### src/rtl/cdb_pkg.sv
// Shared CDB constants: field widths, lane layout offsets and source indices.
// Pure declarations: no latency and no flow control of its own.
package cdb_pkg;

    localparam int TAG_W         = 4;
    localparam int DATA_W        = 16;
    localparam int CDB_W         = 1 + TAG_W + DATA_W;
    localparam int CDB_VALID_BIT = CDB_W - 1;
    localparam int CDB_TAG_LSB   = DATA_W;
    localparam int CDB_DATA_LSB  = 0;

    localparam int SRC_INT = 0;
    localparam int SRC_MUL = 1;
    localparam int SRC_LS  = 2;

endpackage

### src/rtl/cdb_src_queue.sv
// Per-source result FIFO; a push lands at the clock edge and the head is visible one cycle later.
// When full, a push is accepted only if the head is popped in the same cycle; otherwise it is ignored.
module cdb_src_queue
    import cdb_pkg::*;
#(
    parameter int DEPTH = 2,
    parameter int W     = TAG_W + DATA_W
) (
    input  logic                       clk,
    input  logic                       rst_n,
    input  logic                       push_i,
    input  logic                       pop_i,
    input  logic [W-1:0]               data_i,
    output logic [W-1:0]               head_o,
    output logic [$clog2(DEPTH+1)-1:0] count_o,
    output logic                       full_o
);

    localparam int CNT_W = $clog2(DEPTH + 1);
    localparam int PTR_W = (DEPTH > 1) ? $clog2(DEPTH) : 1;

    logic [W-1:0]     mem_q [DEPTH];
    logic [PTR_W-1:0] wr_ptr_q, wr_ptr_d;
    logic [PTR_W-1:0] rd_ptr_q, rd_ptr_d;
    logic [CNT_W-1:0] count_q, count_d;
    logic             push_ok;
    logic             pop_ok;

    assign full_o  = (count_q == CNT_W'(DEPTH));
    assign count_o = count_q;
    assign head_o  = mem_q[rd_ptr_q];

    // A pop frees the slot in the same cycle, so a full queue can still take a push.
    assign push_ok = push_i && (!full_o || pop_i);
    assign pop_ok  = pop_i && (count_q != '0);

    always_comb begin
        wr_ptr_d = wr_ptr_q;
        rd_ptr_d = rd_ptr_q;
        count_d  = count_q;
        if (push_ok)
            wr_ptr_d = (wr_ptr_q == PTR_W'(DEPTH - 1)) ? '0 : wr_ptr_q + PTR_W'(1);
        if (pop_ok)
            rd_ptr_d = (rd_ptr_q == PTR_W'(DEPTH - 1)) ? '0 : rd_ptr_q + PTR_W'(1);
        if (push_ok && !pop_ok)
            count_d = count_q + CNT_W'(1);
        else if (pop_ok && !push_ok)
            count_d = count_q - CNT_W'(1);
    end

    always_ff @(posedge clk or negedge rst_n) begin
        if (!rst_n) begin
            wr_ptr_q <= '0;
            rd_ptr_q <= '0;
            count_q  <= '0;
        end else begin
            wr_ptr_q <= wr_ptr_d;
            rd_ptr_q <= rd_ptr_d;
            count_q  <= count_d;
        end
    end

    always_ff @(posedge clk) begin
        if (push_ok)
            mem_q[wr_ptr_q] <= data_i;
    end

endmodule

### src/rtl/cdb_arbiter.sv
// Round-robin CDB arbiter over per-source queues; a stored entry reaches the registered CDB one edge after it is queued.
// src_full tells issue logic to stop; a result arriving at a full, unpopped queue is dropped and flags sticky overflow.
module cdb_arbiter #(
    parameter int NUM_SRC = 3,
    parameter int DEPTH   = 2,
    parameter int TAG_W   = cdb_pkg::TAG_W,
    parameter int DATA_W  = cdb_pkg::DATA_W
) (
    input  logic                                        clk,
    input  logic                                        rst_n,
    input  logic [NUM_SRC*(1+TAG_W+DATA_W)-1:0]         src_result,
    output logic [NUM_SRC-1:0]                          src_full,
    output logic                                        cdb_valid,
    output logic [TAG_W-1:0]                            cdb_tag,
    output logic [DATA_W-1:0]                           cdb_data,
    output logic [((NUM_SRC > 1) ? $clog2(NUM_SRC) : 1)-1:0] cdb_src,
    output logic                                        overflow
);

    import cdb_pkg::*;

    localparam int ENT_W  = TAG_W + DATA_W;
    localparam int LANE_W = 1 + ENT_W;
    localparam int CNT_W  = $clog2(DEPTH + 1);
    localparam int SRC_W  = (NUM_SRC > 1) ? $clog2(NUM_SRC) : 1;

    logic [NUM_SRC-1:0] src_vld;
    logic [NUM_SRC-1:0] pop;
    logic [ENT_W-1:0]   src_ent [NUM_SRC];
    logic [ENT_W-1:0]   head    [NUM_SRC];
    logic [CNT_W-1:0]   cnt     [NUM_SRC];

    logic               grant_vld;
    logic [SRC_W-1:0]   grant_src;
    logic [ENT_W-1:0]   grant_ent;
    int                 idx;

    logic               cdb_valid_q;
    logic [TAG_W-1:0]   cdb_tag_q;
    logic [DATA_W-1:0]  cdb_data_q;
    logic [SRC_W-1:0]   cdb_src_q;
    logic [SRC_W-1:0]   last_grant_q;
    logic               overflow_q, overflow_d;

    for (genvar g = 0; g < NUM_SRC; g++) begin : g_src
        assign src_vld[g] = src_result[g*LANE_W + LANE_W - 1];
        assign src_ent[g] = src_result[g*LANE_W +: ENT_W];

        cdb_src_queue #(
            .DEPTH (DEPTH),
            .W     (ENT_W)
        ) u_queue (
            .clk     (clk),
            .rst_n   (rst_n),
            .push_i  (src_vld[g]),
            .pop_i   (pop[g]),
            .data_i  (src_ent[g]),
            .head_o  (head[g]),
            .count_o (cnt[g]),
            .full_o  (src_full[g])
        );
    end

    // Search starts just after the last winner; only already-stored entries compete.
    always_comb begin
        grant_vld = 1'b0;
        grant_src = '0;
        grant_ent = '0;
        pop       = '0;
        idx       = 0;
        for (int k = 1; k <= NUM_SRC; k++) begin
            idx = (int'(last_grant_q) + k) % NUM_SRC;
            if (!grant_vld && (cnt[idx] != '0)) begin
                grant_vld = 1'b1;
                grant_src = SRC_W'(idx);
            end
        end
        for (int i = 0; i < NUM_SRC; i++) begin
            if (grant_vld && (grant_src == SRC_W'(i))) begin
                pop[i]    = 1'b1;
                grant_ent = head[i];
            end
        end
    end

    assign overflow_d = overflow_q | (|(src_vld & src_full & ~pop));

    always_ff @(posedge clk or negedge rst_n) begin
        if (!rst_n) begin
            cdb_valid_q  <= 1'b0;
            cdb_tag_q    <= '0;
            cdb_data_q   <= '0;
            cdb_src_q    <= '0;
            last_grant_q <= SRC_W'(NUM_SRC - 1);
            overflow_q   <= 1'b0;
        end else begin
            cdb_valid_q <= grant_vld;
            overflow_q  <= overflow_d;
            if (grant_vld) begin
                cdb_tag_q    <= grant_ent[DATA_W +: TAG_W];
                cdb_data_q   <= grant_ent[0 +: DATA_W];
                cdb_src_q    <= grant_src;
                last_grant_q <= grant_src;
            end
        end
    end

    assign cdb_valid = cdb_valid_q;
    assign cdb_tag   = cdb_tag_q;
    assign cdb_data  = cdb_data_q;
    assign cdb_src   = cdb_src_q;
    assign overflow  = overflow_q;

endmodule
### config.mk
export PLATFORM = sky130hd
export DESIGN_NAME = cdb_arbiter
export DESIGN_NICKNAME = d
export VERILOG_FILES = /design/src/rtl/cdb_pkg.sv /design/src/rtl/cdb_src_queue.sv /design/src/rtl/cdb_arbiter.sv
export SDC_FILE = /design/constraint.sdc
export NUM_CORES = 1
export LEC_CHECK = 0
export ABC_CLOCK_PERIOD_IN_PS = 4580
export BUFFER_PORTS_ARGS = -buffer_cell sky130_fd_sc_hd__buf_2
export CAP_MARGIN = 20
export CORE_MARGIN = 2
export CORE_UTILIZATION = 45
export DETAILED_ROUTE_END_ITERATION = 8
export PLACE_DENSITY = 0.72
export SETUP_SLACK_MARGIN = 0.05
export SLEW_MARGIN = 40
export SYNTH_ARGS = -nofsm -noshare
export SYNTH_HDL_FRONTEND = slang
export SYNTH_SLANG_ARGS = --single-unit
### constraint.sdc
create_clock -name clk -period 4.58 [get_ports clk]
set_clock_uncertainty 0.1 [all_clocks]
set_input_delay 0 -clock clk [delete_from_list [all_inputs] [get_ports clk]]
set_output_delay 0 -clock clk [all_outputs]
set_load 0.005 [all_outputs]
* Word-level counts from Yosys, hierarchy flattened
Memories as Yosys holds them, arrays and structs flattened.
Cells that the tools add are included.
** Word-level totals
- Memories kept :: 3
- Register bits after elaboration :: 38
- Output and inout port bits :: 27
- Bits of input ports :: 65
- Word-level logic and storage cells :: 132
- Bits in writable memories :: 120
** Cells by class
- Bitwise gates (word level) :: 7
- Reduce and logical (&&, ||, !) cells :: 42
- Add/sub/neg operators :: 15
- Magnitude comparators :: 3
- Equal/unequal tests :: 5
- Divide/modulo/power cells :: 3
- Mux-type cells :: 39
** Memory list
- g_src[0].u_queue.mem_q :: depth 2, width 20, rd ports 1, clocked after memory_dff 0, write ports 1, line cdb_src_queue.sv:22 : logic [W-1:0] mem_q [DEPTH];
- g_src[1].u_queue.mem_q :: depth 2, width 20, rd ports 1, clocked after memory_dff 0, write ports 1, line cdb_src_queue.sv:22
- g_src[2].u_queue.mem_q :: depth 2, width 20, rd ports 1, clocked after memory_dff 0, write ports 1, line cdb_src_queue.sv:22
** Operators with widths (count)
- $ge A32 B3 Y1 const B :: 3
- $mod A32 B3 Y32 const B :: 3
- $not A32 Y32 :: 3
- $mux W20 :: 3
- $mux W2 :: 15
- $mux W1 :: 18
- $reduce_bool A2 Y1 :: 9
- $logic_and A1 B1 Y1 :: 17
- $bmux W2 S2 :: 3
- $logic_not A1 Y1 :: 11
- $eq A2 B2 Y1 const B :: 4
- $add A1 B1 Y1 const B :: 6
- $add A2 B1 Y2 const B :: 3
- $add A2 B2 Y3 const B :: 2
- $and A3 B3 Y3 :: 2
- $sub A2 B1 Y2 const B :: 3
- $add A2 B1 Y3 const B :: 1
- $logic_or A1 B1 Y1 :: 3
- $not A3 Y3 :: 1
- $reduce_or A3 Y1 :: 1
- $eq A2 B1 Y1 const B :: 1
- $logic_not A2 Y1 :: 1
- $or A1 B1 Y1 :: 1

* Depth between registers and ports, before layout
- Depth after elaboration :: 23
- Depth in mapped cells :: 15
- Depth with buffers taken out :: 12

* Modules after synthesis
A second synthesis with hierarchy kept.
** Unflattened totals
- Cells, all modules :: 408
- Area total of the unflattened synthesis :: 6741.5 um^2
** Modules (own cells, without submodules)
- cdb_src_queue :: area an instance 1662.8 um^2, seq. area each 1301.2 um^2, cells an instance 81, times used 3
- cdb_arbiter :: area an instance 1752.9 um^2, seq. area each 626.9 um^2, cells an instance 165, times used 1

* Least setup slack after synthesis
No wires, ideal clock.
- Path type :: register -> register
- From :: register last_grant_q[1]
- To :: memory g_src[1].u_queue.mem_q[1][0] (netlist name), enable pin
- Data required time :: 4.083 ns
- Library setup time :: 0.397 ns
- Cell stages (with the launch flop) :: 10
- Arrival :: 2.869 ns
- Slack :: 1.214 ns
- Period minus slack after synthesis :: 3.366 ns
- Cell sequence :: dfstp_2 > inv_1 > ha_1 > nor3_2 > a211o_1 > o41ai_2 > or2_1 > buf_6 > a21bo_2 > nor2_1
** Between the ends
- Longest elaborated chain between the ends :: 21
- Elaborated cells on any way between the ends :: 38
- Classes of those cells :: add/sub: 3; div: 3; eq/ne: 1; mux: 18; bitwise: 3; reduce/logical: 10
** Ends and longest elaborated chain
- from (decl) :: line cdb_arbiter.sv:42 : logic [SRC_W-1:0] last_grant_q;
- from (signal assigned) :: line cdb_arbiter.sv:94 : last_grant_q <= SRC_W'(NUM_SRC - 1);
- from (signal assigned) :: line cdb_arbiter.sv:103 : last_grant_q <= grant_src;
- $add A2 B1 Y3 :: line cdb_arbiter.sv:72 : idx = (int'(last_grant_q) + k) % NUM_SRC;
- $mod A32 B3 Y32 :: line cdb_arbiter.sv:72
- $not A32 Y32 (implied by the code) :: line cdb_arbiter.sv:73 : if (!grant_vld && (cnt[idx] != '0)) begin
- $bmux W2 S2 :: line cdb_arbiter.sv:73
- $mux W2 (implied by the code) (2 in series) :: line cdb_arbiter.sv:73
- $reduce_bool A2 Y1 :: line cdb_arbiter.sv:73
- $mux W1 :: line cdb_arbiter.sv:73
- $logic_not A1 Y1 :: line cdb_arbiter.sv:73
- (+4 left out)
- $mux W2 :: line cdb_arbiter.sv:73
- $eq A2 B1 Y1 :: line cdb_arbiter.sv:79 : if (grant_vld && (grant_src == SRC_W'(i))) begin
- $logic_and A1 B1 Y1 * :: line cdb_arbiter.sv:79
- $mux W1 * :: line cdb_arbiter.sv:79
- $logic_or A1 B1 Y1 * :: line cdb_src_queue.sv:34 : assign push_ok = push_i && (!full_o || pop_i);
- $logic_and A1 B1 Y1 * :: line cdb_src_queue.sv:34
- $mux W1 * :: line cdb_src_queue.sv:64 : if (push_ok)
- $mux W1 (implied by the code) * :: line cdb_src_queue.sv:65 : mem_q[wr_ptr_q] <= data_i;
- to (decl) :: line cdb_src_queue.sv:22
Every way passes the cells marked *; elsewhere a longest branch is shown, timed or not. The select of a mux whose other input is x is not followed.

==> key figures <==
Clock network
  • CTS Buf Count: 17
  • Clock-pin slew on the worst setup and hold paths: 0.06 ns
  • Max clock buf depth: 2
  • PostCTS Resize Cnt: 0
  • Root Driver: clkbuf_16
  • CTS sink count: 157
  • Post-CTS Setup Inserts: 0
  • Clock Latency Late Sink: 0.42 ns
  • H-tree levels: 4
  • CTS tree: yes

Final layout
  • ANT cells: 0
  • Non-filler cells, final: 720
  • Nets: 599
  • Area Growth Syn to Fin: 28.99%
  • Share of layout cells above drive strength 1: 34.26%
  • Fillers: 1083

Placement
  • PortBufs: 91
  • Post-Place Setup Slack: 0.8708 ns
  • Inst Count DP: 622
  • Placer Congestion: 0.8809
  • HPWL Detailed: 9021 µm

Setup path
  • FF-to-FF path depth: 9
  • CP Launch Point: cdb_src[0]$_DFFE_PN0P_
  • CP Capture Type: flip-flop
  • Critical path's largest stage delay: 0.52 ns
  • Worst-path cell chain: inv_1, ha_1, nor2b_1, and2_4, o41ai_2, or2_1, and2_4, o211a_1, buf_4
  • Critical path class: flip-flop to flip-flop
  • Reg2reg end: g_src[0].u_queue.mem_q[1][10]$_DFFE_PP_
  • Critical path's slowest cell: o41ai_2
  • FF-to-FF Start: cdb_src[0]$_DFFE_PN0P_
  • Worst EP arrival: 3.43 ns
  • Startpoint Class: flip-flop
  • WP data required: 4.57 ns
  • Crit path top cell by count: and2_4
  • R2R Setup Slk: 1.14 ns
  • CP max FO: 23

Floorplan
  • DIE HEIGHT: 123.0 µm
  • Boundary Pins: 92
  • Initial Util: 45.93%
  • Die Wd: 123.0 µm
  • DIE AREA: 15130 µm²
  • FP Rows: 43
  • Core area: 13880 µm²

Logic synthesis
  • Ys Warns: 0
  • Distinct cells, synth: 46
  • Yosys reg bits: 157
  • EDFF count, synth: 120
  • Syn Inst Count: 367
  • Avg Cell Area, Syn: 17.37 µm²
  • Mapped cell area: 6375 µm²
  • Ys flop type: edfxtp_1
  • Synth async-reset ratio: 23.57%
  • Net Count, Synth: 439
  • Register area share after synthesis: 71.07%

Global routing
  • Largest net degree at the start of global routing: 38
  • Number of global-route vias before repair: 3909
  • Initial antenna violation count: 0
  • First-pass GRT wire length: 20760 µm
  • Tot GR Track Use: 18.98%
  • Gr ovfl total: 0

STA
  • Rel. slew slack: 55.77%
  • Setup TNS: 0 ns
  • Final worst slack: 1.138 ns
  • RSZ-0062 raised after global routing: false
  • Slew @ Worst Pin: 0.6635 ns
  • Hold_ws: -0.01033 ns
  • Final setup fails: 0
  • Period Utilization, post-route: 75.15%
  • Min Clock Period, post-route: 3.442 ns
  • F_max: 0.2905 GHz
  • Hold Fails Final Rpt: 12
  • Slew Viols, Final: 0

Status
  • Status: complete, but fails checks
  • Violated checks: hold timing

Route
  • Initial drt markers: 211
  • DR vias: 3734
  • Drt pass-1 iters: 4
  • Drt total wl: 13680 µm
  • Routed wire length per instance: 19.00 µm
  • DRC errors left: 0
  • Post-route ant nets: 0
  • Via-to-Cell Ratio: 5.186

Pwr
  • PD cells: 791.1 nW/µm²
  • Worst VDD drop: 0.3884 mV
  • LEAKAGE: 3.186 nW

Flow run
  • Max cap viols: 0

Min path
  • Hold Path Class: input pin to async pin
## layout by cell type (no fill, tap or decap), types with 5 or more instances in the layout
cell | Yosys | layout
edfxtp_1 | 120 | 120
buf_2 | 0 | 90
dlygate4sd3_1 | 0 | 65
mux2i_1 | 41 | 41
dfrtp_1 | 36 | 33
mux2_2 | 20 | 20
o22ai_1 | 20 | 20
a221oi_2 | 18 | 18
clkbuf_16 | 0 | 17
inv_1 | 8 | 8
xnor2_1 | 7 | 7
xor2_1 | 7 | 7
ha_1 | 7 | 7
buf_4 | 4 | 7
nand2_1 | 6 | 5
clkinv_2 | 0 | 5
clkbuf_1 | 14 | 5
## worst max-delay path: cells and delay by family, from the launching register on
family          cells  cell delay (ns)
compound gates      2             0.71
fa+ha+maj           1             0.37
buf+inv             2             0.40
flops               1             0.39
simple gates        4             1.12
## stage by stage
step / hold WS (ns) / area, µm² / util, % / power, W
after global placement: 0.05161 / 6983 / 50.31 / 0.005002
after global routing: 0.04926 / 8223 / 59.24 / 0.006876
after floorplan: -0.3956 / 6375 / - / 0.004518
after detailed placement: -0.09742 / 6989 / 50.35 / 0.005119
after CTS: 0.002663 / 8204 / 59.10 / 0.006517
final: -0.01033 / 8223 / 59.24 / 0.006505
## state kept, by name, summed over array words and instances, names as in the netlist
register,cells
overflow,1
cdb_src,2
g_src.u_queue.rd_ptr_q,3
last_grant_q,1
g_src.u_queue.count_o,6
g_src.u_queue.mem_q,120
cdb_tag,4
cdb_valid,1
cdb_data,16
g_src.u_queue.wr_ptr_q,3
## cells by family after synthesis
family / count (synthesis) / synth area share, %
AOI/OAI and AO/OA: 66 / 10.36
xor gates and xnor gates: 14 / 1.923
adders and majority gates: 7 / 1.374
buffers and inverters: 30 / 2.473
DFF: 157 / 71.07
muxes: 61 / 9.971
and+or+nand+nor: 32 / 2.827
## metal layers
metal,part of all wire (%),global-route usage (%)
met1,42,23.93
met2,51,32.22
met3,5.4,4.105
met4,1.9,7.244
met5,0,0
## power by group
| group | switching (W) | total [W] | internal (W) |
|---|---|---|---|
| logic | 0.00152 | 0.00272 | 0.00120 |
| clock network | 0.000516 | 0.00134 | 0.000826 |
| registers | 0.000340 | 0.00245 | 0.00211 |
| total | 0.00238 | 0.00650 | 0.00413 |
## synth_stat cells, drive strengths merged, types with 2 or more instances
library cell,count,area [µm²]
ha,7,87.58
clkbuf,14,52.55
o21ai,3,15.01
a21oi,2,10.01
nor3b,2,15.01
xnor2,7,61.31
nor3,3,20.02
mux2i,41,410.4
edfxtp,120,3603
inv,8,30.03
a211o,2,17.52
o211a,2,20.02
xor2,7,61.31
or2,2,15.02
a21boi,2,26.28
nand2,6,22.52
mux2,20,225.2
nand2b,2,12.51
nor2,8,32.54
dfrtp,36,900.9
o22ai,20,125.1
buf,8,75.07
a221oi,21,296.5
and2,3,23.78
nor2b,5,31.28
a311o,2,20.02
o21a,2,15.01
## cell type report
| type | instances | area [µm²] | area share, % |
|---|---|---|---|
| sequential | 157 | 4534 | 55.14 |
| multi-input combinational | 180 | 1700 | 20.68 |
| timing repair buffer | 163 | 1169 | 14.21 |
| clock buffer | 24 | 471.7 | 5.736 |
| tap | 180 | 225.2 | 2.739 |
| clock inverter | 8 | 92.59 | 1.126 |
| inverter | 8 | 30.03 | 0.3652 |
## worst max path at each step
stage                     cells past startpoint  slack, ns                                 endpoint
after floorplan                               9       1.21   g_src[1].u_queue.mem_q[1][0]$_DFFE_PP_
after global placement                        8       1.01   g_src[0].u_queue.mem_q[1][0]$_DFFE_PP_
after detailed placement                      9       0.87  g_src[0].u_queue.mem_q[1][19]$_DFFE_PP_
after CTS                                     9       0.85   g_src[0].u_queue.mem_q[1][0]$_DFFE_PP_
after global routing                         12       0.93  g_src[0].u_queue.count_o[1]$_DFFE_PN0P_
final                                         9       1.14  g_src[0].u_queue.mem_q[1][10]$_DFFE_PP_
## what timing repair did
action,4_1_cts,5_1_grt
endpoints found under the setup margin,0,0
endpoints found under the hold margin,162,0
hold buffers,65,0
No activity file was read; power rests on OpenSTA's default activity.
